## src/rtl/intr_pkg.sv

```systemverilog
// Shared definitions for the interrupt controller.
//   intr_state_t  : controller handshake state (IDLE, REQ, SERV)
//   N_IRQ_DEFAULT : default number of interrupt sources
package intr_pkg;

  typedef enum logic [1:0] {
    IDLE = 2'd0,
    REQ  = 2'd1,
    SERV = 2'd2
  } intr_state_t;

  localparam int unsigned N_IRQ_DEFAULT = 8;

endpackage

```

## src/rtl/intr_prio_enc.sv

```systemverilog
// Combinational priority encoder; the highest set index wins.
//   req : request bits, one per source
//   idx : index of the highest set bit (0 when none set)
//   any : at least one request bit set
module intr_prio_enc #(
  parameter  int unsigned N_IRQ = 8,
  localparam int unsigned VEC_W = $clog2(N_IRQ)
) (
  input  logic [N_IRQ-1:0] req,
  output logic [VEC_W-1:0] idx,
  output logic             any
);

  // Ascending scan: a later (higher) hit overwrites an earlier one.
  always_comb begin
    idx = '0;
    any = 1'b0;
    for (int unsigned i = 0; i < N_IRQ; i++) begin
      if (req[i]) begin
        idx = VEC_W'(i);
        any = 1'b1;
      end
    end
  end

endmodule

```

## src/rtl/intr_ctrl.sv

```systemverilog
// Interrupt controller: edge/level pending latches, per-source masking,
// global enable and a request/ack/eoi handshake with a single in-service slot.
//   clk, rst   : clock, synchronous active-high reset
//   irq_in     : raw interrupt lines
//   edge_mode  : per source, 1 = rising-edge, 0 = level
//   mask       : per source enable
//   ena        : global enable
//   ack, eoi   : CPU accept / end-of-interrupt pulses
//   intr_req   : registered request to the core
//   vec        : registered vector of requested / in-service source
//   in_service : high from accepted ack until eoi
//   pending    : pending register readback
module intr_ctrl
  import intr_pkg::*;
#(
  parameter  int unsigned N_IRQ = N_IRQ_DEFAULT,
  localparam int unsigned VEC_W = $clog2(N_IRQ)
) (
  input  logic             clk,
  input  logic             rst,
  input  logic [N_IRQ-1:0] irq_in,
  input  logic [N_IRQ-1:0] edge_mode,
  input  logic [N_IRQ-1:0] mask,
  input  logic             ena,
  input  logic             ack,
  input  logic             eoi,
  output logic             intr_req,
  output logic [VEC_W-1:0] vec,
  output logic             in_service,
  output logic [N_IRQ-1:0] pending
);

  intr_state_t      state_q, state_d;
  logic [N_IRQ-1:0] irq_q, irq_d;
  logic [N_IRQ-1:0] pending_q, pending_d;
  logic [VEC_W-1:0] vec_q, vec_d;
  logic             intr_req_q, intr_req_d;
  logic             in_service_q, in_service_d;

  logic [N_IRQ-1:0] rise;
  logic [N_IRQ-1:0] clr;
  logic [N_IRQ-1:0] cand;
  logic [VEC_W-1:0] enc_idx;
  logic             enc_any;

  intr_prio_enc #(.N_IRQ(N_IRQ)) u_prio_enc (
    .req (cand),
    .idx (enc_idx),
    .any (enc_any)
  );

  always_comb begin
    irq_d = irq_in;
    rise  = irq_in & ~irq_q;
    cand  = pending_q & mask;

    clr = '0;
    if ((state_q == REQ) && ack && edge_mode[vec_q]) begin
      clr[vec_q] = 1'b1;
    end

    // Edge sources: set beats clear. Level sources track the line directly.
    pending_d = (edge_mode & (rise | (pending_q & ~clr))) | (~edge_mode & irq_in);
  end

  always_comb begin
    state_d      = state_q;
    vec_d        = vec_q;
    intr_req_d   = intr_req_q;
    in_service_d = in_service_q;
    unique case (state_q)
      IDLE: begin
        if (ena && enc_any) begin
          state_d    = REQ;
          vec_d      = enc_idx;
          intr_req_d = 1'b1;
        end
      end
      REQ: begin
        if (ack) begin
          state_d      = SERV;
          intr_req_d   = 1'b0;
          in_service_d = 1'b1;
        end else if (!ena || !cand[vec_q]) begin
          state_d    = IDLE;
          intr_req_d = 1'b0;
        end
      end
      SERV: begin
        if (eoi) begin
          state_d      = IDLE;
          in_service_d = 1'b0;
        end
      end
      default: begin
        state_d      = IDLE;
        intr_req_d   = 1'b0;
        in_service_d = 1'b0;
      end
    endcase
  end

  always_ff @(posedge clk) begin
    if (rst) begin
      state_q      <= IDLE;
      irq_q        <= '0;
      pending_q    <= '0;
      vec_q        <= '0;
      intr_req_q   <= 1'b0;
      in_service_q <= 1'b0;
    end else begin
      state_q      <= state_d;
      irq_q        <= irq_d;
      pending_q    <= pending_d;
      vec_q        <= vec_d;
      intr_req_q   <= intr_req_d;
      in_service_q <= in_service_d;
    end
  end

  assign intr_req   = intr_req_q;
  assign vec        = vec_q;
  assign in_service = in_service_q;
  assign pending    = pending_q;

endmodule

```

## config.mk

```make
export PLATFORM = sky130hd
export DESIGN_NAME = intr_ctrl
export DESIGN_NICKNAME = d
export VERILOG_FILES = /design/src/rtl/intr_pkg.sv /design/src/rtl/intr_prio_enc.sv /design/src/rtl/intr_ctrl.sv
export SDC_FILE = /design/constraint.sdc
export NUM_CORES = 1
export LEC_CHECK = 0
export CAP_MARGIN = 20
export CORE_MARGIN = 2
export CORE_UTILIZATION = 40
export DETAILED_ROUTE_END_ITERATION = 10
export GPL_ROUTABILITY_DRIVEN = 0
export PLACE_DENSITY = 0.85
export SLEW_MARGIN = 0
export SYNTH_ARGS = -nofsm -noshare
export SYNTH_HDL_FRONTEND = slang
export SYNTH_SLANG_ARGS = --single-unit
```

## constraint.sdc

```tcl
create_clock -name clk -period 3.8 [get_ports clk]
set_clock_uncertainty 0.05 [all_clocks]
set_input_delay 0.57 -clock clk [delete_from_list [all_inputs] [get_ports clk]]
set_output_delay 0.57 -clock clk [all_outputs]
set_load 0.005 [all_outputs]
```

Word-level counts from Yosys, hierarchy flattened. Index checks and enable logic that the tools add are counted.

Bits in registers: 23. Bits of input ports: 29. Output and inout bits: 13. Word-level logic and storage cells: 72.

$lt $le $gt $ge: 2. Equality and inequality tests: 6. Muxes and demuxes: 34. Bitwise logic cells: 12. Reduce and logical (&&, ||, !) cells: 12.

Operators with widths (count): 8-bit AND (5); 8-bit inverter (3); 1-bit two-way mux (17); 8-bit OR (2); 2-bit two-way mux (6); 3-bit two-way mux (4); 3-bit AND reduction (3); 8-bit two-way mux (1); 1-bit binary-select mux with 3-bit select (2); 2-bit != test, second input constant (3); 1-bit one-hot mux with 3 select lines (2); 2-bit one-hot mux with 3 select lines (1); 1-bit logical AND (4); 3-bit by 4-bit less-than comparator with 1-bit output, second input constant (1); 1-bit demux with 3-bit select (1); 3-bit by 1-bit >= comparator with 1-bit output, second input constant (1); 3-bit by 2-bit != test with 1-bit output, second input constant (1); 2-bit by 1-bit equality test with 1-bit output, second input constant (1); 2-bit equality test, second input constant (1); 1-bit logical NOT (2); 2-bit logical NOT (1); 1-bit inverter (2); 2-bit AND reduction (1); 1-bit logical OR (1).

Longest topological paths before layout. Gate-level depths: netlist of the first run.

Depth after elaboration: 12. Mapped depth: 6. Depth with buffers taken out: 5.

Modules after synthesis. From an unflattened synthesis of the first run, not the netlist that was laid out.

Cells, all modules: 125. Area, all modules: 1061.0 um^2.

Modules (own cells, without submodules): intr_ctrl (times used 1, cells an instance 113, area an instance 1003.5 um^2, sequential area each 460.4 um^2); intr_prio_enc (times used 1, cells an instance 12, area an instance 57.6 um^2, sequential area each 0.0 um^2).

Worst setup path before layout of the first run. Ideal clock, no wire load.

Path kind: input -> register. Start point: input port mask[5]. End point: register vec_q[2] (netlist: vec[2]). Arrival time: 1395 ps. Path slack: 2264 ps. Cell stages on the path: 5. Cells stage by stage: a22oi_1 > nand4_1 > and3b_1 > buf_6 > a311oi_1.

Word-level cells in the longest chain between the ends: 6.

Ends and longest elaborated chain: start: declaration (RTL line intr_ctrl.sv:23) `input logic [N_IRQ-1:0] mask,`; 8-bit AND (*) (RTL line intr_ctrl.sv:55) `cand = pending_q & mask;`; 1-bit two-way mux (3 in series) (RTL line intr_prio_enc.sv:19) `if (req[i]) begin`; 1-bit logical AND (RTL line intr_ctrl.sv:73) `if (ena && enc_any) begin`; 2-bit AND reduction (no line); end signal: assignment (RTL line intr_ctrl.sv:115) `vec_q <= vec_d;`; end: declaration (RTL line intr_ctrl.sv:36) `logic [VEC_W-1:0] vec_q, vec_d;`.

Every way passes the cells marked *; elsewhere a longest branch is shown, timed or not. A chain may end at the register's enable or synchronous reset.

Worst setup path in the final report of the first run.
Start point: register vec_q[1] (netlist: vec[1]). End point: output port vec[1].

RTL lines: end: declaration (RTL line intr_ctrl.sv:28) `output logic [VEC_W-1:0] vec,`.

No word-level cell between the ends.

==> metrics.sh, run 1 <==
YS.WARNINGS.COUNT=0
WL_PER_CELL_UM=13.5
SYNTHCELLS=136
POST-PLACE-CELLS=202
SYN-NUM-NETS=165
WORST_SETUP_PATH_ENDPOINT='vec[1]'
INITIAL_UTILIZATION_PCT=41.0
REG2REG_SETUP_SLACK_PS=2110
FINAL_INSTANCE_COUNT_WITHOUT_FILLER_CELLS=206
TIMING.FMAX_GHz=0.468
GRT_MAX_DEGREE=25
CTS_REPAIR_RESIZE_COUNT=0
WORSTREG2REGSTART='vec[1]'
PATH_CLK_SLEW_PS=130
WORST_SKEW_PAIR.LATE_LATENCY_PS=310
DRT-INITIAL-DRC-COUNT=10
FINAL_NETS=205
PWR_DENSITY_CELL_nW_PER_UM2=343
NUM-FILL-CELLS=250
STATIC-LEAKAGE-POWER_nW=0.550
VIASPERCELL=5.28
STATUS='complete, no violations'
YOSYS-TOP-CELLS-AREA='dfxtp_1, nand2_1, nor2b_1, o31ai_1, nor2_1'
POST-ROUTE-DRC-COUNT=0
DIEWIDTH_UM=56.5
DRIVE_GT1_SHARE_PCT=6.29
RR_ENDPOINT='state_q[1]'
HOLD_PATH_CELLS=3
HOLD_PATH.STARTPOINT='irq_q[0]'
HOLD_BUFFERS=0
DETAIL_ROUTE.FIRST_PASS.ITERATIONS=4
SETUP-TNS-FINAL_PS=0
CTS_HTREE_LEVELS=1
WORST_IR_DROP_VDD_uV=287
VIA_COUNT_OF_THE_FIRST_GLOBAL_ROUTING_PASS=1128
DIE_AREA_UM2=3190
ANTENNA-DIODE-COUNT=0
CP_DATA_REQUIRED_TIME_PS=3180
CTS-ROOT-TO-SINK-BUFFERS=2
MAX-SLEW-MARGIN-REL_PCT=45.8
YOSYSTOPAREACELLSHARE_PCT=41.8
GRT_SETUP_UNREPAIRED='no'
REG2REG_DEPTH=5
WORST_STAGE_DELAY_ON_THE_CRITICAL_PATH_PS=620
CAP_VIOLATIONS=0
ROUTE.ANTENNA.REMAINING_NETS=0
YS_SEQ_ELEMENTS=23
ROUTED_WIRE_LENGTH_MM=2.78
CORE_UM2=2690
TIMING.CRITICAL_PATH.MAX_DELAY_FAMILY='flip-flops'
GRT_PASS1_WL_MM=4.64
PLACE.PORT_BUFFERS=41
SYN_AREA_UM2=1100
AREA_GROWTH_PCT=38.6
SYNTH-ASYNC-RESET-RATIO_PCT=0
POST_SYNTH_TOP_FLOP='dfxtp_1'
SYNTH_AREA_PER_INST_UM2=8.10
WORST_SLEW_PIN_TRAN_PS=810
GRT_UTIL_ALL_LAYERS_PCT=18.0
CRITPATHBUFINV=1
TIMING.SETUP.CRITICAL_PATH_CLASS='reg2out'
FIN_CRIT_PS=2140
CRIT_CHAIN='clkdlybuf4s50_1'
SYNTH_SEQ_AREA_SHARE_PCT=41.8
FINAL-SETUP-VIOL-COUNT=0
CRITICAL_PATH.STARTPOINT_TYPE='register'
CLOCK_TREE_FROM_TRITONCTS='built'
POST_CTS_SETUP_DRIVEN_BUFFER_INSERTION_COUNT=0
POST_SYNTH_NUM_CELL_TYPES=32
CRIT_PATH_TOP_DELAY_CELL='dfxtp_1'
PERIOD_SHARE_PCT=56.2
DRV_SLEW=0
CRITICAL_PATH_DEPTH=1
TIMING.CRITICAL_PATH.FROM='vec[1]'
CRITICAL_PATH_PEAK_FANOUT=13
CTS_INSERTED_BUFFERS=3
NUMCLOCKSINKS=23
IO-PIN-COUNT=42
VIAS=1088
SYNTH_TOP_AREA_CELL='dfxtp_1'
MIN_PATH_TYPE='reg2reg'
CLOCK-ROOT-BUFFER='clkbuf_4'
STD_CELL_ROWS=19
FINALHOLDVIOLATIONS=0
GRT_ANTENNA_BEFORE_REPAIR=0
DP.FINAL_HPWL_MM=2.16
POST_SYNTH_EDFFS=0
KIND_OF_CAPTURE_POINT_OF_THE_WORST_SETUP_PATH='primary output'
SHARE_OF_THE_CORE_FILLED_WITH_CELLS_IN_THE_FINAL_LAYOUT_PCT=56.8
CRITPATHARRIVALTIME_PS=1520
GLOBALROUTE.TOTALOVERFLOW=0
CHIPHEIGHT_UM=56.5
[how the worst min path moves through the flow]
stage | endpoint | slack, ps
2_1_floorplan | pending[0] | 390
3_3_place_gp | pending[0] | 400
3_5_place_dp | pending[0] | 400
4_1_cts | pending[0] | 430
5_1_grt | pending[0] | 470
6_report | pending[0] | 430
[stage by stage]
step	hold slack, ps	worst slack, ps	instance area, µm²	power (mW)
floorplan	388	2260	1100	0.351
global placement	397	1700	1500	0.410
detailed placement	399	1660	1500	0.415
CTS	431	1660	1530	0.523
global route	466	1590	1530	0.549
finish	430	1660	1530	0.523
[cells in the mapped netlist, types with 2 or more instances]
library cell and number:
nand3_1 3, a32oi_1 2, nand2_1 35, o31ai_1 6, a22oi_1 4, nor2_1 11, o311ai_0 2, nor3_1 4
a21oi_1 8, a211oi_2 2, dfxtp_1 23, inv_1 4, o21ai_0 2, buf_6 3, nor2b_1 10
[final cells by class]
cell class                      instances  area (µm²)  area share (%)
Timing Repair Buffer                   41         410            26.9
Multi-Input combinational cell        102         572            37.5
Sequential cell                        23         460            30.2
Inverter                                5        18.8            1.23
Tap cell                               31        38.8            2.54
Clock buffer                            4        26.3            1.72
[per-layer routing]
| metal | vias up | share of wire [%] | GRT usage, % |
|---|---|---|---|
| li1 | 551 | - | - |
| met1 | 505 | 43 | 21.2 |
| met2 | 28 | 51 | 32.7 |
| met3 | 4 | 4.5 | 3.92 |
| met4 | 0 | 0.76 | 4.42 |
| met5 | - | 0 | 0 |
[placed cells by master, fill, tap and decap left out, types with 2 or more instances in the layout]
master,instances
a21oi_1,8
o311ai_0,2
a22oi_1,4
o21ai_0,2
a211oi_2,2
nor2_1,11
nor3_1,4
clkbuf_4,3
nand2_1,35
a32oi_1,2
dfxtp_1,23
clkdlybuf4s50_1,41
inv_1,4
nor2b_1,10
nand3_1,3
o31ai_1,6
[logic make-up (layout without fill, tap and decap cells)]
family	count (synthesis)	after routing	synth area share [%]
simple gates	68	68	28.3
compound gates	33	33	22.7
flops	23	23	41.8
buf+inv	11	50	6.25
mux	1	1	0.909
[sequential cells by signal, summed over array words and instances (netlist names)]
register / flops
in_service: 1
intr_req: 1
irq_q: 8
pending: 8
state_q: 2
vec: 3
[power by group]
part / switching, mW / total [mW] / leakage [nW] / internal [mW]
logic: 0.0504 / 0.125 / 0.345 / 0.0743
registers: 0.0258 / 0.286 / 0.191 / 0.260
clock network: 0.0720 / 0.113 / 0.0150 / 0.0409
total: 0.148 / 0.523 / 0.550 / 0.375
Power figures use the tool's default switching activity.
==> run 2, diff against run 1 <==
==> constraint.sdc (replaced) <==
create_clock -name clk -period 2.1 [get_ports clk]
set_clock_uncertainty 0.05 [all_clocks]
set_input_delay 0.315 -clock clk [delete_from_list [all_inputs] [get_ports clk]]
set_output_delay 0.315 -clock clk [all_outputs]
set_load 0.005 [all_outputs]
==> run 2 against run 1 <==
Compared with the run above: utilization up 0.28 points; critical path depth unchanged; combinational power up 82%; first-iteration DRC count increased to 5.8 times the previous value; flip-flop and latch count unchanged; sequential share of layout area down 0.15 points; sequential power is 80% higher; via count is 0.55% higher; clock power grew 82%; cell area is 0.49% higher; critical path type unchanged; critical endpoint unchanged; highest routed layer unchanged.
==> metrics.sh, run 2 (synthesized netlist as in run 1, its figures left out) <==
AREA_TAKEN_BY_MULTI_INPUT_LOGIC_GATES_UM2=572  # unchanged
CRITPATHARRIVALTIME_PS=1530  # was 1520 ps
USE_MET1_PCT=19.7  # was 21.2%
CTS-ROOT-TO-SINK-BUFFERS=2  # unchanged
GRT_UTIL_ALL_LAYERS_PCT=17.4  # was 18.0%
POWER.CLOCK.FRACTION_PCT=21.7  # was 21.6%
NUMCLOCKSINKS=23  # unchanged
ANTENNA-DIODE-COUNT=0  # unchanged
FINISH.INSTANCE_AREA_UM2=1530  # about the same
STATIC-LEAKAGE-POWER_nW=0.555  # was 0.550 nW
MOSTFREQUENTLAYOUTCELLS='clkdlybuf4s50_1, nand2_1, dfxtp_1'  # unchanged
FIN_CRIT_PS=1890
PLACE.PORT_BUFFERS=41  # unchanged
GRT_ANTENNA_BEFORE_REPAIR=0  # unchanged
IO-PIN-COUNT=42  # unchanged
GRTUSAGEMET2_PCT=31.1  # was 32.7%
GRT.MET3_USAGE_PCT=3.92  # unchanged
TIMING.FMAX_GHz=0.528
BUSIEST_GRT_LAYER='met2'  # unchanged
CLOCK-ROOT-BUFFER='clkbuf_4'  # unchanged
POWER.SHARE.SEQUENTIAL_PCT=54.4  # was 54.6%
TIMING.CRITICAL_PATH.FROM='vec[1]'  # unchanged
FINAL_NETS=206  # was 205
NUM-FILL-CELLS=240  # was 250
POST-PLACE-WS_PS=242  # was 1660 ps
TIMING.CRITICAL_PATH.MAX_DELAY_FAMILY='flip-flops'  # unchanged
POST-ROUTE-DRC-COUNT=0  # unchanged
PATH_CLK_SLEW_PS=130  # about the same
WL_PER_CELL_UM=13.4  # was 13.5 µm
DRT-INITIAL-DRC-COUNT=58  # was 10
STATUS='complete, no violations'  # unchanged
SETUP-TNS-FINAL_PS=0  # unchanged
CRIT_PATH_TOP_DELAY_CELL='dfxtp_1'  # unchanged
POST_CTS_SETUP_DRIVEN_BUFFER_INSERTION_COUNT=0  # unchanged
HOLD_BUFFERS=0  # unchanged
KIND_OF_CAPTURE_POINT_OF_THE_WORST_SETUP_PATH='primary output'  # unchanged
CTS_INSERTED_BUFFERS=3  # unchanged
CELL_INTERNAL_PWR_uW=680  # was 375 µW
HOLD_PATH.STARTPOINT='irq_q[0]'  # unchanged
MAX-SLEW-MARGIN-REL_PCT=69.7  # was 45.8%
MIN_PATH_TYPE='reg2reg'  # unchanged
DETAILED_PLACE.AREA_UM2=1510  # was 1500 µm²
GRT_MAX_DEGREE=25  # unchanged
DRV_SLEW=0  # unchanged
WORSTREG2REGSTART='vec[1]'  # unchanged
ROUTED_WIRE_LENGTH_MM=2.78  # about the same
DRIVE_GT1_SHARE_PCT=6.82  # was 6.29%
DIE_AREA_UM2=3190  # unchanged
POWER.SHARE.SWITCHING_PCT=28.3  # about the same
GRT_PASS1_WL_MM=4.43  # was 4.64 mm
POWER_SWITCHING_uW=269  # was 148 µW
CLOCK_TREE_FROM_TRITONCTS='built'  # unchanged
WORST_SLEW_PIN_TRAN_PS=454  # was 810 ps
CRITICAL_PATH.STARTPOINT_TYPE='register'  # unchanged
FF_LATCH_AREA_UM2=460  # unchanged
GRT_SETUP_UNREPAIRED='no'  # unchanged
CTS_REPAIR_RESIZE_COUNT=0  # unchanged
CHIPHEIGHT_UM=56.5  # unchanged
DP.FINAL_HPWL_MM=2.17  # was 2.16 mm
CTS_HTREE_LEVELS=1  # unchanged
PWR_DENSITY_CELL_nW_PER_UM2=619  # was 343 nW/µm²
ROUTE.ANTENNA.REMAINING_NETS=0  # unchanged
VIA_COUNT_OF_THE_FIRST_GLOBAL_ROUTING_PASS=1088  # was 1,128
VIAS=1094  # was 1,088
FINALHOLDVIOLATIONS=0  # unchanged
GLOBALROUTE.TOTALOVERFLOW=0  # unchanged
CAP_VIOLATIONS=0  # unchanged
CRITICAL_PATH_PEAK_FANOUT=13  # unchanged
WORST_IR_DROP_VDD_uV=499  # was 287 µV
FINAL-SETUP-VIOL-COUNT=0  # unchanged
VIASPERCELL=5.29  # was 5.28
CP_DATA_REQUIRED_TIME_PS=1740  # was 3180 ps
WORST_SKEW_PAIR.LATE_LATENCY_PS=310  # about the same
P_TOTAL_uW=949  # was 523 µW
PERIOD_SHARE_PCT=90.1
TIMING.SETUP.CRITICAL_PATH_CLASS='reg2out'  # unchanged
FINAL_INSTANCE_COUNT_WITHOUT_FILLER_CELLS=207  # was 206
STD_CELL_ROWS=19  # unchanged
DETAIL_ROUTE.FIRST_PASS.ITERATIONS=4  # unchanged
PWR-SHARE-COMB_PCT=23.9  # was 23.8%
CORE_UM2=2690  # unchanged
WORST_STAGE_DELAY_ON_THE_CRITICAL_PATH_PS=620  # about the same
CRIT_CHAIN='clkdlybuf4s50_1'  # unchanged
LAYOUT.CELLS.MOST_COMMON='clkdlybuf4s50_1'  # unchanged
INITIAL_UTILIZATION_PCT=41.0  # unchanged
FIN_WS_PS=208  # was 1660 ps
DIEWIDTH_UM=56.5  # unchanged
CRITPATHBUFINV=1  # unchanged
AREA_GROWTH_PCT=39.3  # was 38.6%
POST-PLACE-CELLS=203  # was 202
-- run 2: cell count changes in the layout (fill, tap and decap cells not counted), sizes merged --
cell,change
buf,+1
-- run 2: layout make-up --
class,count,share of cell area [%]
clock buffers,4,1.71
inverters,5,1.22
multi-input cells,102,37.3
flip-flops and latches,23,30.0
well taps,31,2.53
repair buffers,42,27.2
-- run 2: metal layers --
metal	wire [µm]	vias to the layer above
li1	-	556
met1	1130	483
met2	1420	51
met3	202	4
met4	24	0
met5	0	-
-- run 2: final timing paths --
path | end | slack, ps | depth (start not counted)
min | pending[0] | 440 | 3
min reg2reg | pending[0] | 440 | 3
max reg2reg | state_q[1] | 420 | 5
max | vec[1] | 210 | 1
-- run 2: through the flow --
stage | utilization [%] | hold WS [ps]
3_5_place_dp | 56.1 | 403
2_1_floorplan | - | 348
5_1_grt | 57.1 | 456
6_report | 57.1 | 436
4_1_cts | 57.1 | 438
3_3_place_gp | 56.1 | 397
-- run 2: power by group through the flow --
| stage | combinational [mW] | clock (mW) | sequential (mW) |
|---|---|---|---|
| 5_1_grt | 0.248 | 0.225 | 0.521 |
| 2_1_floorplan | 0.130 | 0 | 0.505 |
| 4_1_cts | 0.227 | 0.210 | 0.516 |
| 3_5_place_dp | 0.226 | 0 | 0.526 |
| 3_3_place_gp | 0.220 | 0 | 0.524 |
| 6_report | 0.227 | 0.206 | 0.516 |
